[config.mk]
export PLATFORM = sky130hd
export DESIGN_NAME = dmem_arbiter
export DESIGN_NICKNAME = d
export VERILOG_FILES = /design/src/rtl/dmem_arbiter.sv
export SDC_FILE = /design/constraint.sdc
export NUM_CORES = 1
export LEC_CHECK = 0
export BUFFER_PORTS_ARGS = -buffer_cell sky130_fd_sc_hd__buf_4
export CORE_ASPECT_RATIO = 0.7
export CORE_UTILIZATION = 49
export DETAILED_ROUTE_END_ITERATION = 16
export HOLD_SLACK_MARGIN = 0.06
export PLACE_DENSITY = 0.95
export SLEW_MARGIN = 30
export SYNTH_ARGS = -nofsm -noshare
export SYNTH_HDL_FRONTEND = slang
export SYNTH_SLANG_ARGS = --single-unit
[constraint.sdc]
create_clock -name clock -period 9.75 [get_ports clock]
set_input_delay 1.95 -clock clock [delete_from_list [all_inputs] [get_ports clock]]
set_output_delay 1.95 -clock clock [all_outputs]
set_load 0.01 [all_outputs]
[src/rtl/dmem_arbiter.sv]
// Shares the single-port dmem between the processor (default owner) and an I/O master
// with a latched req/ack handshake; a wait counter forces an I/O grant against a busy processor.
module dmem_arbiter #(
   parameter int MAX_WAIT = 8,
   parameter int CNT_W    = 4,
   parameter int STAT_W   = 16
) (
   input  logic              clock,
   input  logic              reset,
   input  logic              proc_en,
   input  logic              proc_wren,
   input  logic [11:0]       proc_addr,
   input  logic [31:0]       proc_wdata,
   output logic [31:0]       proc_q,
   output logic              proc_stall,
   input  logic              io_req,
   input  logic              io_wren,
   input  logic [11:0]       io_addr,
   input  logic [31:0]       io_wdata,
   output logic              io_busy,
   output logic              io_ack,
   output logic [31:0]       io_rdata,
   output logic [11:0]       mem_addr,
   output logic [31:0]       mem_data,
   output logic              mem_wren,
   input  logic [31:0]       mem_q,
   output logic [STAT_W-1:0] stall_count
);

   typedef enum logic [1:0] {IDLE, PEND, ACK} state_t;

   localparam logic [CNT_W-1:0] MAX_WAIT_C = CNT_W'(MAX_WAIT);

   state_t              state_q, state_d;
   logic [CNT_W-1:0]    wait_cnt_q, wait_cnt_d;
   logic [11:0]         lat_addr_q, lat_addr_d;
   logic [31:0]         lat_wdata_q, lat_wdata_d;
   logic                lat_wren_q, lat_wren_d;
   logic [31:0]         io_rdata_q, io_rdata_d;
   logic [STAT_W-1:0]   stall_count_q, stall_count_d;
   logic                grant_io;

   always_comb begin
      // NOTE: every signal gets a default before the case so no path leaves it unassigned (no latch).
      state_d       = state_q;
      wait_cnt_d    = wait_cnt_q;
      lat_addr_d    = lat_addr_q;
      lat_wdata_d   = lat_wdata_q;
      lat_wren_d    = lat_wren_q;
      io_rdata_d    = io_rdata_q;
      stall_count_d = stall_count_q;
      grant_io      = 1'b0;
      mem_addr      = proc_addr;
      mem_data      = proc_wdata;
      mem_wren      = proc_en & proc_wren;
      proc_stall    = 1'b0;

      unique case (state_q)
         IDLE, ACK: begin
            state_d = IDLE;
            if (io_req) begin
               state_d     = PEND;
               lat_addr_d  = io_addr;
               lat_wdata_d = io_wdata;
               lat_wren_d  = io_wren;
               wait_cnt_d  = '0;
            end
         end
         PEND: begin
            grant_io = !proc_en || (wait_cnt_q >= MAX_WAIT_C);
            if (grant_io) begin
               mem_addr   = lat_addr_q;
               mem_data   = lat_wdata_q;
               mem_wren   = lat_wren_q;
               proc_stall = proc_en;
               state_d    = ACK;
               wait_cnt_d = '0;
               // dmem is clocked on the falling edge, so q already holds the granted read
               if (!lat_wren_q) io_rdata_d = mem_q;
            end else begin
               wait_cnt_d = wait_cnt_q + 1'b1;
            end
         end
         default: state_d = IDLE;
      endcase

      if (proc_stall && (stall_count_q != '1)) stall_count_d = stall_count_q + 1'b1;
   end

   // NOTE: state registers use non-blocking assignments so all flops update from pre-edge values.
   always_ff @(posedge clock or posedge reset) begin
      if (reset) begin
         state_q       <= IDLE;
         wait_cnt_q    <= '0;
         lat_addr_q    <= '0;
         lat_wdata_q   <= '0;
         lat_wren_q    <= 1'b0;
         io_rdata_q    <= '0;
         stall_count_q <= '0;
      end else begin
         state_q       <= state_d;
         wait_cnt_q    <= wait_cnt_d;
         lat_addr_q    <= lat_addr_d;
         lat_wdata_q   <= lat_wdata_d;
         lat_wren_q    <= lat_wren_d;
         io_rdata_q    <= io_rdata_d;
         stall_count_q <= stall_count_d;
      end
   end

   assign io_busy     = (state_q == PEND);
   assign io_ack      = (state_q == ACK);
   assign io_rdata    = io_rdata_q;
   assign proc_q      = mem_q;
   assign stall_count = stall_count_q;

endmodule

==> flow_metrics.tcl <==
set metrics [dict create \
    post_dp_cell_area_um2 6560 \
    fin_util_pct 74.9 \
    routed_via_density 5.15 \
    tightest_slew_ns 0.652 \
    clk_pin_slew_worst_paths_ns 0.07 \
    grt_pass1_wl_mm 19.9 \
    yosysWarnings 0 \
    start_util_pct 51.7 \
    syn_area_per_cell_um2 13.5 \
    reg2reg_from "state_q[0]" \
    top_layer "met4" \
    synth-edff-count 0 \
    num_vias 3633 \
    final_area_um2 6950 \
    netlist_area_um2 4800 \
    grt_overflow 0 \
    power_density_nw_per_um2 218 \
    cts-resized-gates 0 \
    reg2reg_depth 6 \
    wl_met2_mm 6.77 \
    maxSlewViolCount 0 \
    grt_max_degree 51 \
    cellLeakagePower_nw 3.46 \
    cp.arrival_ns 3.30 \
    setup_viol 0 \
    clock_latency_ns 0.33 \
    coreArea_um2 9290 \
    die_area_um2 10200 \
    wl_met1_mm 4.98 \
    max_cap_violations 0 \
    cts_root_buf "clkbuf_16" \
    nFillCells 612 \
    worstHoldPathType "flip-flop to flip-flop" \
    synth_area_leaders "dfrtp_1, mux2_2, buf_4" \
    layout_min_cycle_time_ns 5.25 \
    rsz0062_at_grt "no" \
    clockBufferDepth 2 \
    post_drt_wl_per_cell_um 18.2 \
    ir_drop_uv 183 \
    ys_ff_latch 99 \
    status "finished, final reports clean" \
    cp_max_fo 47 \
    synth.top_cell.area_share_pct 51.6 \
    synth_top_area_cell "dfrtp_1" \
    drt-initial-drc-count 159 \
    syn_inst 355 \
    ff2ff_setup_slack_ns 7.44 \
    fmax_mhz 190 \
    cts_hold_buf 0 \
    antenna_found_initial 0 \
    min_period_over_period_pct 53.9 \
    worstSetupEndpointType "output pin" \
    yosysSeqAreaShare_pct 51.6 \
    drt_pass1_iterations 4 \
    port_buffers 253 \
    crit_type "primary input to output pin" \
    dieWidth_um 120 \
    wl_mm 12.8 \
    grt_pass1_vias 3880 \
    h-tree-depth 3 \
    synth_nets 484 \
    worst_ep_required_time_ns 7.80 \
    antenna_left 0 \
    nets 706 \
    critPathCapture "mem_data[31]" \
    postCtsSetupRepairBufs 0 \
    gp_congestion 0.805 \
    drive_gt1_share_pct 69.8 \
    drc 0 \
    ios 254 \
    cts_made_buffers 9 \
    antenna_cells 0 \
    cts.sink_count 99 \
    setup_tns_ns 0 \
    hpwl_mm 9.55 \
    ys_types 37 \
    startpoint "proc_en" \
    crit_path_start_kind "primary input" \
    rr_endpoint "io_rdata[4]" \
    cts_tree "built" \
    async_flop_share_pct 100 \
    fin_skew_ns 0.00812 \
    ys.flop_type "dfrtp_1" \
    die_h_um 84.8 \
    slew_headroom_pct 56.2 \
    placementRows 29 \
    area_delta_synth_final_pct 44.9 \
    route.met3.wl_um 841 \
    grt_usage_pct 25.6 \
    hold_violations 0 \
]
[logic make-up (layout without fill, tap and decap cells)]
family                   after synthesis  count (layout)  synth area share (%)
AND/OR/NAND/NOR                       56              56                  7.85
XOR/XNOR                              11              11                  2.01
AO/OA/AOI/OAI                          9               9                  1.07
adder cells (fa/ha/maj)                3               3                 0.782
multiplexers                         123             123                  28.9
buffers and inverters                 54             281                  7.72
flip-flops                            99              99                  51.6
[how the worst min path moves through the flow]
stage | slack, ns | cells past startpoint | endpoint | from
6_report | 0.51 | 1 | lat_wdata_q[17] | lat_wdata_q[17]
5_1_grt | 0.52 | 1 | lat_addr_q[4] | lat_addr_q[4]
4_1_cts | 0.51 | 1 | lat_wdata_q[1] | lat_wdata_q[1]
3_5_place_dp | 0.49 | 1 | lat_addr_q[6] | lat_addr_q[6]
3_3_place_gp | 0.47 | 1 | io_rdata[25] | io_rdata[25]
2_1_floorplan | 0.45 | 1 | wait_cnt_q[2] | wait_cnt_q[2]
[sequential cells by signal (all words and copies together) (netlist names)]
signal and flops:
io_rdata 32, lat_addr_q 12, lat_wdata_q 32, lat_wren_q 1
stall_count 16, state_q 2, wait_cnt_q 4
[synthesized netlist by cell type, drive strengths merged, types with 2 or more instances]
cell type / number
mux2: 123
dfrtp: 99
buf: 44
xor2: 10
inv: 9
nand2: 9
nor3: 9
nand3: 8
nor2: 7
nand4: 5
o21ai: 5
and3: 3
ha: 3
nand2b: 3
a21oi: 2
nor2b: 2
nor3b: 2
nor4: 2
[critical path: stages]
cell	delay [ns]
buf_4	0.12
nand2b_1	0.12
nand2_4	0.52
mux2_2	0.41
buf_4	0.15
[cell usage in the layout, fill, tap and decap left out, types with 2 or more instances in the layout]
master	instances
mux2_2	120
nand3_1	8
o21ai_0	5
nor3_1	9
buf_4	256
ha_1	3
nand4_1	3
mux2_1	2
nor2_1	4
nand2_1	8
inv_1	8
nor3b_1	2
bufinv_16	5
nor2_2	3
and3_1	2
xor2_1	10
nand2b_1	3
a21oi_1	2
clkbuf_16	9
dfrtp_1	99
[through the flow]
step	total power, mW	worst slack (ns)	hold slack, ns	cells
global route	1.58	4.39	0.522	706
floorplan	0.824	4.94	0.450	355
global placement	1.04	4.27	0.470	690
finish	1.52	4.50	0.506	706
detailed placement	1.06	4.50	0.494	690
CTS	1.53	4.50	0.509	706
[power breakdown]
part	switching [mW]	leakage, nW	internal (mW)	total, mW
sequential	0.0701	1.20	0.527	0.597
combinational	0.182	2.07	0.276	0.458
clock	0.154	0.193	0.311	0.464
[metal layers]
metal  global-route usage (%)  vias up
met3                     8.15       16
li1                         -     1663
met4                     9.09        0
met2                     44.0      139
met1                     30.2     1815
met5                        0        -
[cell type report]
cell class | count | area [um^2] | area share [%]
Multi-Input combinational cell | 202 | 1970 | 28.3
Sequential cell | 99 | 2480 | 35.6
Clock buffer | 10 | 239 | 3.44
Tap cell | 124 | 155 | 2.23
Inverter | 9 | 36.3 | 0.522
Clock inverter | 6 | 159 | 2.28
Timing Repair Buffer | 256 | 1920 | 27.6
No activity file was read; power rests on OpenSTA's default activity.
